### src/rtl/sha256_cme_pipe_ctrl_if.sv
// Job/result handshake bundle for the CME pipeline sequencing controller.
// The master side is the job source and result sink. The slave side is the controller.
interface sha256_cme_pipe_ctrl_if #(
    parameter int CNT_W = 7
);
    logic             start;
    logic             abort;
    logic [31:0]      nonce_start;
    logic [31:0]      nonce_end;
    logic             busy;
    logic             done;
    logic             stage_we;
    logic             nonce_valid;
    logic [31:0]      nonce_out;
    logic             res_valid;
    logic [31:0]      res_nonce;
    logic             res_ready;
    logic [CNT_W-1:0] inflight;

    modport master (
        output start, abort, nonce_start, nonce_end, res_ready,
        input  busy, done, stage_we, nonce_valid, nonce_out,
               res_valid, res_nonce, inflight
    );

    modport slave (
        input  start, abort, nonce_start, nonce_end, res_ready,
        output busy, done, stage_we, nonce_valid, nonce_out,
               res_valid, res_nonce, inflight
    );
endinterface

### src/rtl/sha256_cme_pipe_ctrl.sv
// Sequencing controller for the double-SHA256 compact message expander pipeline.
// It issues one nonce per cycle into stage 0 and drives the shared stage write enable.
// The whole pipeline freezes while the last-stage result is refused.
// Each slot carries its nonce tag, and a done pulse follows once the pipeline has drained.
module sha256_cme_pipe_ctrl #(
    parameter int PIPE_DEPTH = 64,
    parameter int CNT_W      = 7
) (
    input logic                  CLK,
    input logic                  RST,
    sha256_cme_pipe_ctrl_if.slave bus
);
    typedef enum logic [1:0] {
        S_IDLE  = 2'd0,
        S_ISSUE = 2'd1,
        S_DRAIN = 2'd2,
        S_DONE  = 2'd3
    } state_t;

    state_t                state_q, state_d;
    logic [PIPE_DEPTH-1:0] vld_q;
    logic [31:0]           tag_q [PIPE_DEPTH];
    logic [31:0]           cur_q;
    logic [31:0]           rem_q;
    logic [CNT_W-1:0]      inflight_q;

    logic active;
    logic stall;
    logic stage_we;
    logic nonce_valid;
    logic consume;
    logic abort_hit;
    logic accept;

    assign active      = (state_q == S_ISSUE) || (state_q == S_DRAIN);
    assign stall       = vld_q[PIPE_DEPTH-1] && !bus.res_ready;
    assign stage_we    = active && !stall;
    assign nonce_valid = (state_q == S_ISSUE) && stage_we;
    // Shifting the last slot out while it is valid is exactly a consumed result.
    assign consume     = stage_we && vld_q[PIPE_DEPTH-1];
    assign abort_hit   = bus.abort && (state_q != S_IDLE);
    assign accept      = (state_q == S_IDLE) && bus.start && !bus.abort;

    // Next-state logic for the job sequencer.
    always_comb begin
        state_d = state_q;
        case (state_q)
            S_IDLE:  if (accept) state_d = S_ISSUE;
            S_ISSUE: begin
                if (bus.abort)                        state_d = S_IDLE;
                else if (nonce_valid && rem_q == '0)  state_d = S_DRAIN;
            end
            S_DRAIN: begin
                if (bus.abort)        state_d = S_IDLE;
                else if (vld_q == '0) state_d = S_DONE;
            end
            S_DONE:  state_d = S_IDLE;
            default: state_d = S_IDLE;
        endcase
    end

    // State register.
    always_ff @(posedge CLK or negedge RST) begin
        if (!RST) state_q <= S_IDLE;
        else      state_q <= state_d;
    end

    // Nonce cursor and remaining count. rem counts the nonces still to issue after the current one.
    always_ff @(posedge CLK or negedge RST) begin
        if (!RST) begin
            cur_q <= '0;
            rem_q <= '0;
        end else if (accept) begin
            cur_q <= bus.nonce_start;
            rem_q <= bus.nonce_end - bus.nonce_start;
        end else if (nonce_valid) begin
            cur_q <= cur_q + 32'd1;
            rem_q <= rem_q - 32'd1;
        end
    end

    // Slot valid chain and occupancy count. Both advance only with stage_we, and an abort flushes them.
    always_ff @(posedge CLK or negedge RST) begin
        if (!RST) begin
            vld_q      <= '0;
            inflight_q <= '0;
        end else if (abort_hit) begin
            vld_q      <= '0;
            inflight_q <= '0;
        end else if (stage_we) begin
            vld_q <= {vld_q[PIPE_DEPTH-2:0], nonce_valid};
            case ({nonce_valid, consume})
                2'b10:   inflight_q <= inflight_q + CNT_W'(1);
                2'b01:   inflight_q <= inflight_q - CNT_W'(1);
                default: inflight_q <= inflight_q;
            endcase
        end
    end

    // Nonce tags shift in lock-step with the valid chain.
    always_ff @(posedge CLK or negedge RST) begin
        if (!RST) begin
            for (int i = 0; i < PIPE_DEPTH; i++) tag_q[i] <= '0;
        end else if (stage_we) begin
            tag_q[0] <= cur_q;
            for (int i = 1; i < PIPE_DEPTH; i++) tag_q[i] <= tag_q[i-1];
        end
    end

    assign bus.busy        = (state_q != S_IDLE);
    assign bus.done        = (state_q == S_DONE);
    assign bus.stage_we    = stage_we;
    assign bus.nonce_valid = nonce_valid;
    assign bus.nonce_out   = cur_q;
    assign bus.res_valid   = vld_q[PIPE_DEPTH-1];
    assign bus.res_nonce   = tag_q[PIPE_DEPTH-1];
    assign bus.inflight    = inflight_q;
endmodule

### src/flat_wrapper.sv
// flat-port wrapper written by rule: the top's interface ports become plain ports
module sha256_cme_pipe_ctrl_flat 
#(
    parameter int PIPE_DEPTH = 64,
    parameter int CNT_W      = 7
)
  (CLK, RST, bus_start, bus_abort, bus_nonce_start, bus_nonce_end, bus_res_ready, bus_busy, bus_done, bus_stage_we, bus_nonce_valid, bus_nonce_out, bus_res_valid, bus_res_nonce, bus_inflight);
  sha256_cme_pipe_ctrl_if #(.CNT_W(CNT_W)) bus_i ();
  input logic CLK;
  input logic RST;
  input wire logic [$bits(bus_i.start)-1:0] bus_start;
  input wire logic [$bits(bus_i.abort)-1:0] bus_abort;
  input wire logic [$bits(bus_i.nonce_start)-1:0] bus_nonce_start;
  input wire logic [$bits(bus_i.nonce_end)-1:0] bus_nonce_end;
  input wire logic [$bits(bus_i.res_ready)-1:0] bus_res_ready;
  output wire logic [$bits(bus_i.busy)-1:0] bus_busy;
  output wire logic [$bits(bus_i.done)-1:0] bus_done;
  output wire logic [$bits(bus_i.stage_we)-1:0] bus_stage_we;
  output wire logic [$bits(bus_i.nonce_valid)-1:0] bus_nonce_valid;
  output wire logic [$bits(bus_i.nonce_out)-1:0] bus_nonce_out;
  output wire logic [$bits(bus_i.res_valid)-1:0] bus_res_valid;
  output wire logic [$bits(bus_i.res_nonce)-1:0] bus_res_nonce;
  output wire logic [$bits(bus_i.inflight)-1:0] bus_inflight;
  assign bus_i.start = bus_start;
  assign bus_i.abort = bus_abort;
  assign bus_i.nonce_start = bus_nonce_start;
  assign bus_i.nonce_end = bus_nonce_end;
  assign bus_i.res_ready = bus_res_ready;
  assign bus_busy = bus_i.busy;
  assign bus_done = bus_i.done;
  assign bus_stage_we = bus_i.stage_we;
  assign bus_nonce_valid = bus_i.nonce_valid;
  assign bus_nonce_out = bus_i.nonce_out;
  assign bus_res_valid = bus_i.res_valid;
  assign bus_res_nonce = bus_i.res_nonce;
  assign bus_inflight = bus_i.inflight;
  sha256_cme_pipe_ctrl #(.PIPE_DEPTH(PIPE_DEPTH), .CNT_W(CNT_W)) u_core (.CLK(CLK), .RST(RST), .bus(bus_i));
endmodule
### config.mk
export PLATFORM = sky130hd
export DESIGN_NAME = sha256_cme_pipe_ctrl_flat
export DESIGN_NICKNAME = d
export VERILOG_FILES = /design/src/rtl/sha256_cme_pipe_ctrl_if.sv /design/src/rtl/sha256_cme_pipe_ctrl.sv /design/src/flat_wrapper.sv
export SDC_FILE = /design/constraint.sdc
export NUM_CORES = 2
export LEC_CHECK = 0
export BUFFER_PORTS_ARGS = -buffer_cell sky130_fd_sc_hd__buf_2
export CAP_MARGIN = 40
export CORE_ASPECT_RATIO = 0.75
export CORE_UTILIZATION = 40
export CTS_BUF_LIST = sky130_fd_sc_hd__clkbuf_16
export CTS_CLUSTER_DIAMETER = 60
export DETAILED_ROUTE_END_ITERATION = 10
export GPL_ROUTABILITY_DRIVEN = 0
export GPL_TIMING_DRIVEN = 0
export SLEW_MARGIN = 30
export SYNTH_ARGS = -nofsm -noshare
export SYNTH_HDL_FRONTEND = slang
export SYNTH_SLANG_ARGS = --single-unit
### constraint.sdc
create_clock -name CLK -period 3.51 [get_ports CLK]
set_input_delay 1.053 -clock CLK [delete_from_list [all_inputs] [get_ports CLK]]
set_output_delay 1.053 -clock CLK [all_outputs]
set_load 0.03 [all_outputs]
== After elaboration in Yosys (flattened, before gate mapping) ==
Cells that the tools add are included.

* Reductions and logical operators: 21
* Muxes and demuxes: 15
* Equality and inequality tests: 8
* $add $sub $neg: 5

{| class="wikitable"
|+ Operators with widths
! kind !! number
|-
| $mux 32 || 4
|-
| $mux 64 || 2
|-
| $logic_not 64->1 || 1
|-
| $add 32x1->32 const B || 1
|-
| $logic_not 32->1 || 1
|-
| $sub 32x1->32 const B || 1
|-
| $sub 32x32->32 || 1
|-
| $mux 7 || 2
|-
| $pmux 7 s2 || 1
|-
| $mux 2 || 5
|-
| $logic_and 1x1->1 || 8
|-
| $pmux 2 s4 || 1
|-
| $add 7x1->7 const B || 1
|-
| $sub 7x1->7 const B || 1
|-
| $eq 2x2->1 const B || 3
|-
| $ne 3x3->1 const B || 2
|-
| $reduce_bool 2->1 || 3
|-
| $eq 2x1->1 const B || 2
|-
| $logic_not 1->1 || 3
|-
| $reduce_and 3->1 || 1
|-
| $reduce_bool 3->1 || 1
|-
| $logic_not 2->1 || 1
|-
| $ne 2x1->1 const B || 1
|-
| $reduce_and 2->1 || 1
|-
| $logic_or 1x1->1 || 1
|}

* Output and inout port bits: 76
* Word-level logic and storage cells: 118
* Register bits after elaboration: 2185
* Bits of input ports: 69

== Longest topological paths before layout ==
* Word-level depth: 9
* Mapped depth: 12
* Depth with buffers taken out: 11

== Least setup slack after synthesis ==
Ideal clock, no wire load.

* Path type: in2out
* Start: input bus_res_ready
* End: output bus_stage_we
* Data required time: 2457 ps
* Data arrival time: 2111 ps
* Cell stages on the path: 5
* Setup slack: 346 ps
* Path through: o21ai_0 clkbuf_1 inv_2 clkbuf_1 clkbuf_1

* Word-level cells in the longest chain between the ends: 4

{| class="wikitable"
|+ RTL lines
! element !! line !! source
|-
| from (decl) || flat_wrapper.sv:15 || <nowiki>input wire logic [$bits(bus_i.res_ready)-1:0] bus_res_ready;</nowiki>
|-
| $logic_not 1->1 || sha256_cme_pipe_ctrl.sv:36 || <nowiki>assign stall = vld_q[PIPE_DEPTH-1] && !bus.res_ready;</nowiki>
|-
| $logic_and 1x1->1 || sha256_cme_pipe_ctrl.sv:36 ||
|-
| $logic_not 1->1 || sha256_cme_pipe_ctrl.sv:37 || <nowiki>assign stage_we = active && !stall;</nowiki>
|-
| $logic_and 1x1->1 || sha256_cme_pipe_ctrl.sv:37 ||
|-
| to (decl) || flat_wrapper.sv:18 || <nowiki>output wire logic [$bits(bus_i.stage_we)-1:0] bus_stage_we;</nowiki>
|}

Every way passes these cells.

== Final worst setup path ==
* Start: register u_core.state_q[0]
* End: output bus_stage_we

* Word-level cells in the longest chain between the ends: 3
* Elaborated cells between the ends (all ways): 4
* Classes of those cells: eq/ne: 2; reduce/logical: 2

{| class="wikitable"
|+ RTL lines
! element !! line !! source
|-
| from (decl) || sha256_cme_pipe_ctrl.sv:20 || <nowiki>state_t state_q, state_d;</nowiki>
|-
| from (signal assigned) || sha256_cme_pipe_ctrl.sv:65 || <nowiki>else state_q <= state_d;</nowiki>
|-
| $eq 2x1->1 / $eq 2x2->1 (equally long branches) || sha256_cme_pipe_ctrl.sv:35 || <nowiki>assign active = (state_q == S_ISSUE) || (state_q == S_DRAIN);</nowiki>
|-
| $logic_or 1x1->1 (*) || sha256_cme_pipe_ctrl.sv:35 ||
|-
| $logic_and 1x1->1 (*) || sha256_cme_pipe_ctrl.sv:37 ||
|}

Mark *: on every way between the ends. The rest lies on a longest branch, timed or not.

==> flow_metrics.py <==
metrics = {
    "logic_synthesis": {
        "synth-seq-cells": 2185,
        "synth_cell_types": 58,
        "synthesis.nets": 9808,
        "async_reset_ff_share_pct": 100,
        "avgSynthCellArea_um2": 8.73,
        "syn-cell-area_um2": 84700,
        "synth_flop_cell": "dfrtp_1",
        "synth_edf_count": 0,
        "synthCells": 9699,
        "yosys_warnings": 0,
        "ys_seq_area_share_pct": 64.6,
    },
    "power_and_ir_drop": {
        "p_per_area_nw_per_um2": 732,
        "ir_worst_vdd_v": 0.000488,
        "p_leak_nw": 54.3,
    },
    "drt": {
        "route.antenna.remaining_nets": 0,
        "vias": 61100,
        "drt-vias-per-instance": 4.68,
        "first_iter_violations": 4138,
        "wire_per_inst_um": 13.8,
        "drc": 0,
        "drt_pass1_iterations": 5,
        "drt_wl_total_um": 180000,
    },
    "sta": {
        "relSlewSlack_pct": 44.3,
        "timing.fmax_ghz": 0.302,
        "setup_viol": 0,
        "fin_crit_sh_pct": 94.3,
        "fin_skew_ns": 0.106,
        "worst_hold_slack_ns": 0.0510,
        "worst_pin_slew_ns": 0.829,
        "fin_ws_ns": 0.200,
        "min_period_ns": 3.31,
        "slew_violations": 0,
        "timing_hold_violations_final": 0,
        "rsz0062_at_grt": "false",
    },
    "floorplanning": {
        "dieArea_um2": 214000,
        "rows": 145,
        "die_w_um": 533,
        "start_util_pct": 40.4,
        "coreArea_um2": 209000,
        "die_h_um": 400,
        "io_pins": 145,
    },
    "placement": {
        "pre_cts_ws_ns": -1.91,
        "io_buffers": 144,
        "detailed_place_hpwl_um": 126000,
    },
    "critical_path": {
        "crit_chain": "inv_1 -> ha_4 -> o21ai_1 -> clkbuf_4 -> inv_6 -> buf_8",
        "start_kind": "flip-flop",
        "slowest_stage": "dfrtp_1",
        "path_buf_inv": 4,
        "critPathMaxStageDelay_ns": 0.36,
        "worstPathRequired_ns": 2.46,
        "r2r_setup_slack_ns": 0.24,
        "crit_start": "u_core.state_q[0]",
        "cp_top_family": "buffers and inverters",
        "end_kind": "output pin",
        "arrival_ns": 2.26,
        "cp-endpoint": "bus_stage_we",
        "r2r-start": "u_core.state_q[1]",
        "cp_num_cells": 6,
        "path_class": "reg2out",
        "worstReg2RegEnd": "u_core.bus.nonce_out[31]",
        "reg2reg_depth": 13,
        "critPathMaxFanout": 24,
    },
    "global_routing": {
        "grt_pass1_wl_um": 307000,
        "grt_start_max_net_pins": 131,
        "gr-total-overflow": 0,
        "grt_antenna_before_repair": 3,
        "grt_usage_pct": 17.0,
        "grt_pass1_vias": 62000,
    },
    "cells_and_area": {
        "nNetsFinal": 10200,
        "drive_above_1_share_pct": 5.24,
        "syn2layout_area_growth_pct": 14.2,
    },
    "job": {
        "cap_violations": 0,
    },
    "clock_network": {
        "cts_inserted_buffers": 217,
        "htreeDepth": 4,
        "clockBufferDepth": 4,
        "postCtsHoldBufs": 0,
        "clock-sinks": 2185,
        "cts_root_buf": "clkbuf_16",
        "clk_latency_ns": 0.85,
        "cts_tree": "built",
        "path_clk_slew_ns": 0.06,
    },
    "worst_hold_path": {
        "worstHoldPathType": "in2async",
    },
    "status": {
        "outcome": "finished clean",
    },
}
-- registers in the layout, summed over array words and instances (netlist names) --
signal                flops
u_core.bus.inflight       7
u_core.bus.nonce_out     32
u_core.bus.res_nonce     32
u_core.rem_q             32
u_core.state_q            2
u_core.tag_q           2016
u_core.vld_q             64
-- report_power, final --
| part | internal, W | total [W] | switching (W) |
|---|---|---|---|
| Clock | 0.0131 | 0.0229 | 0.00977 |
| Sequential | 0.0282 | 0.0302 | 0.00196 |
| Combinational | 0.00368 | 0.0177 | 0.0141 |
-- synth_stat cells, types with 2 or more instances --
master	count	share of area, %
o21ai_0	79	0.47
nand3_1	20	0.12
ha_1	39	0.58
o21bai_1	2	0.018
nor2_1	54	0.24
buf_2	5	0.030
a2111oi_0	2	0.021
buf_1	7	0.031
or3_1	7	0.052
xor2_1	56	0.58
a31oi_1	2	0.015
nand2b_1	12	0.089
or3_4	2	0.027
a21oi_1	113	0.67
or2_2	2	0.015
and4_1	2	0.021
and2_1	3	0.022
buf_4	32	0.28
nand2_1	6374	28
o211ai_1	10	0.089
clkbuf_1	487	2.2
mux2i_1	2	0.024
nand4_1	18	0.13
xnor2_1	40	0.41
o31ai_1	4	0.035
a41oi_1	2	0.021
nor4_2	2	0.030
nor3_2	3	0.035
dfrtp_1	2185	65
o21a_1	2	0.018
nor4_1	21	0.16
nor3_1	16	0.095
a211oi_1	4	0.035
o2111ai_1	4	0.041
inv_1	40	0.18
a21o_1	4	0.035
or4_1	5	0.044
o21ai_1	3	0.018
nor2b_1	7	0.052
and3_1	9	0.067
-- metrics by stage --
step | total power, W | instance area (um2) | setup TNS (ns) | cells | util [%]
finish | 0.0708 | 96700 | 0 | 13100 | 46.2
global route | 0.0754 | 96700 | 0 | 13100 | 46.2
CTS | 0.0718 | 96700 | -0.0278 | 13100 | 46.2
detailed placement | 0.0484 | 89500 | -771.47 | 12700 | 42.8
global placement | 0.0479 | 88900 | - | 12600 | 42.5
floorplan | 0.0420 | 84700 | 0 | 9699 | -
-- worst reg2reg max path: stages (launching register included) --
cell,delay [ns]
dfrtp_1,0.39
inv_2,0.11
ha_1,0.15
clkbuf_2,0.18
o211ai_1,0.18
inv_2,0.12
buf_4,0.13
and3_1,0.23
and3_1,0.18
buf_2,0.24
nand2_1,0.19
nor4_2,0.73
xnor2_1,0.19
o21ai_0,0.08
-- timing repair --
action / CTS / global route
endpoints found under the setup margin: 243 / 210
gates resized for setup: 17 / 1
gates cloned: 6 / 2
pin swaps: 1 / 0
buffers inserted: 4 / 1
-- final cells by class --
class,instances,area (um2)
diodes,1,2.50
well taps,2793,3490
fillers,20300,113000
plain buffers,529,2120
repair buffers,181,1620
clock buffers,220,5510
flip-flops and latches,2185,54700
multi-input cells,6941,27700
clock inverters,166,1410
inverters,41,159
-- cells by family (layout without fill, tap and decap cells) --
group | Yosys count | count (layout) | synth area share (%)
multiplexers | 2 | 2 | 0.0236
flip-flops | 2185 | 2185 | 64.6
XOR/XNOR | 96 | 96 | 0.993
adder cells (fa/ha/maj) | 40 | 40 | 0.600
buffers and inverters | 573 | 1137 | 2.69
AO/OA/AOI/OAI | 237 | 237 | 1.55
other | 0 | 1 | 0
AND/OR/NAND/NOR | 6566 | 6566 | 29.6
-- cells in the final DEF, fill, tap and decap left out, types with 21 or more instances in the layout --
cell       netlist  routed
nand2_1       6374    6374
inv_1           40      83
clkinv_1         0      46
clkinv_2         0      33
xnor2_1         40      40
bufinv_16        0      24
clkbuf_16        0     222
buf_2            5     147
dfrtp_1       2185    2185
o21ai_0         79      78
nor2_1          54      54
buf_16           0      21
a21oi_1        113     113
xor2_1          56      56
clkbuf_1       487     478
buf_4           32      38
ha_1            39      38
-- metal layers --
layer  track usage (%)  vias to the layer above  wire (um)  part of all wire, %
met5                 0                        -          0                    0
met4              3.74                        0       3160                  1.8
met2              24.6                      705      74300                   41
li1                  -                    30300          -                    -
met3              2.35                      238       6320                  3.5
met1              26.9                    29900      96000                   53
-- how the worst min path moves through the flow --
| stage | from | endpoint | slack (ns) | cells after the start |
|---|---|---|---|---|
| 4_1_cts | RST | u_core.bus.res_nonce[16] | 0.002 | 1 |
| 3_3_place_gp | u_core.tag_q[1339] | u_core.tag_q[1307] | 0.45 | 2 |
| 6_report | RST | u_core.bus.res_nonce[16] | 0.05 | 1 |
| 5_1_grt | RST | u_core.bus.res_nonce[16] | 0.02 | 1 |
| 3_5_place_dp | u_core.tag_q[152] | u_core.tag_q[120] | 0.45 | 2 |
| 2_1_floorplan | u_core.tag_q[32] | u_core.bus.res_nonce[0] | 0.44 | 2 |
(Power assumes the default switching activity.)
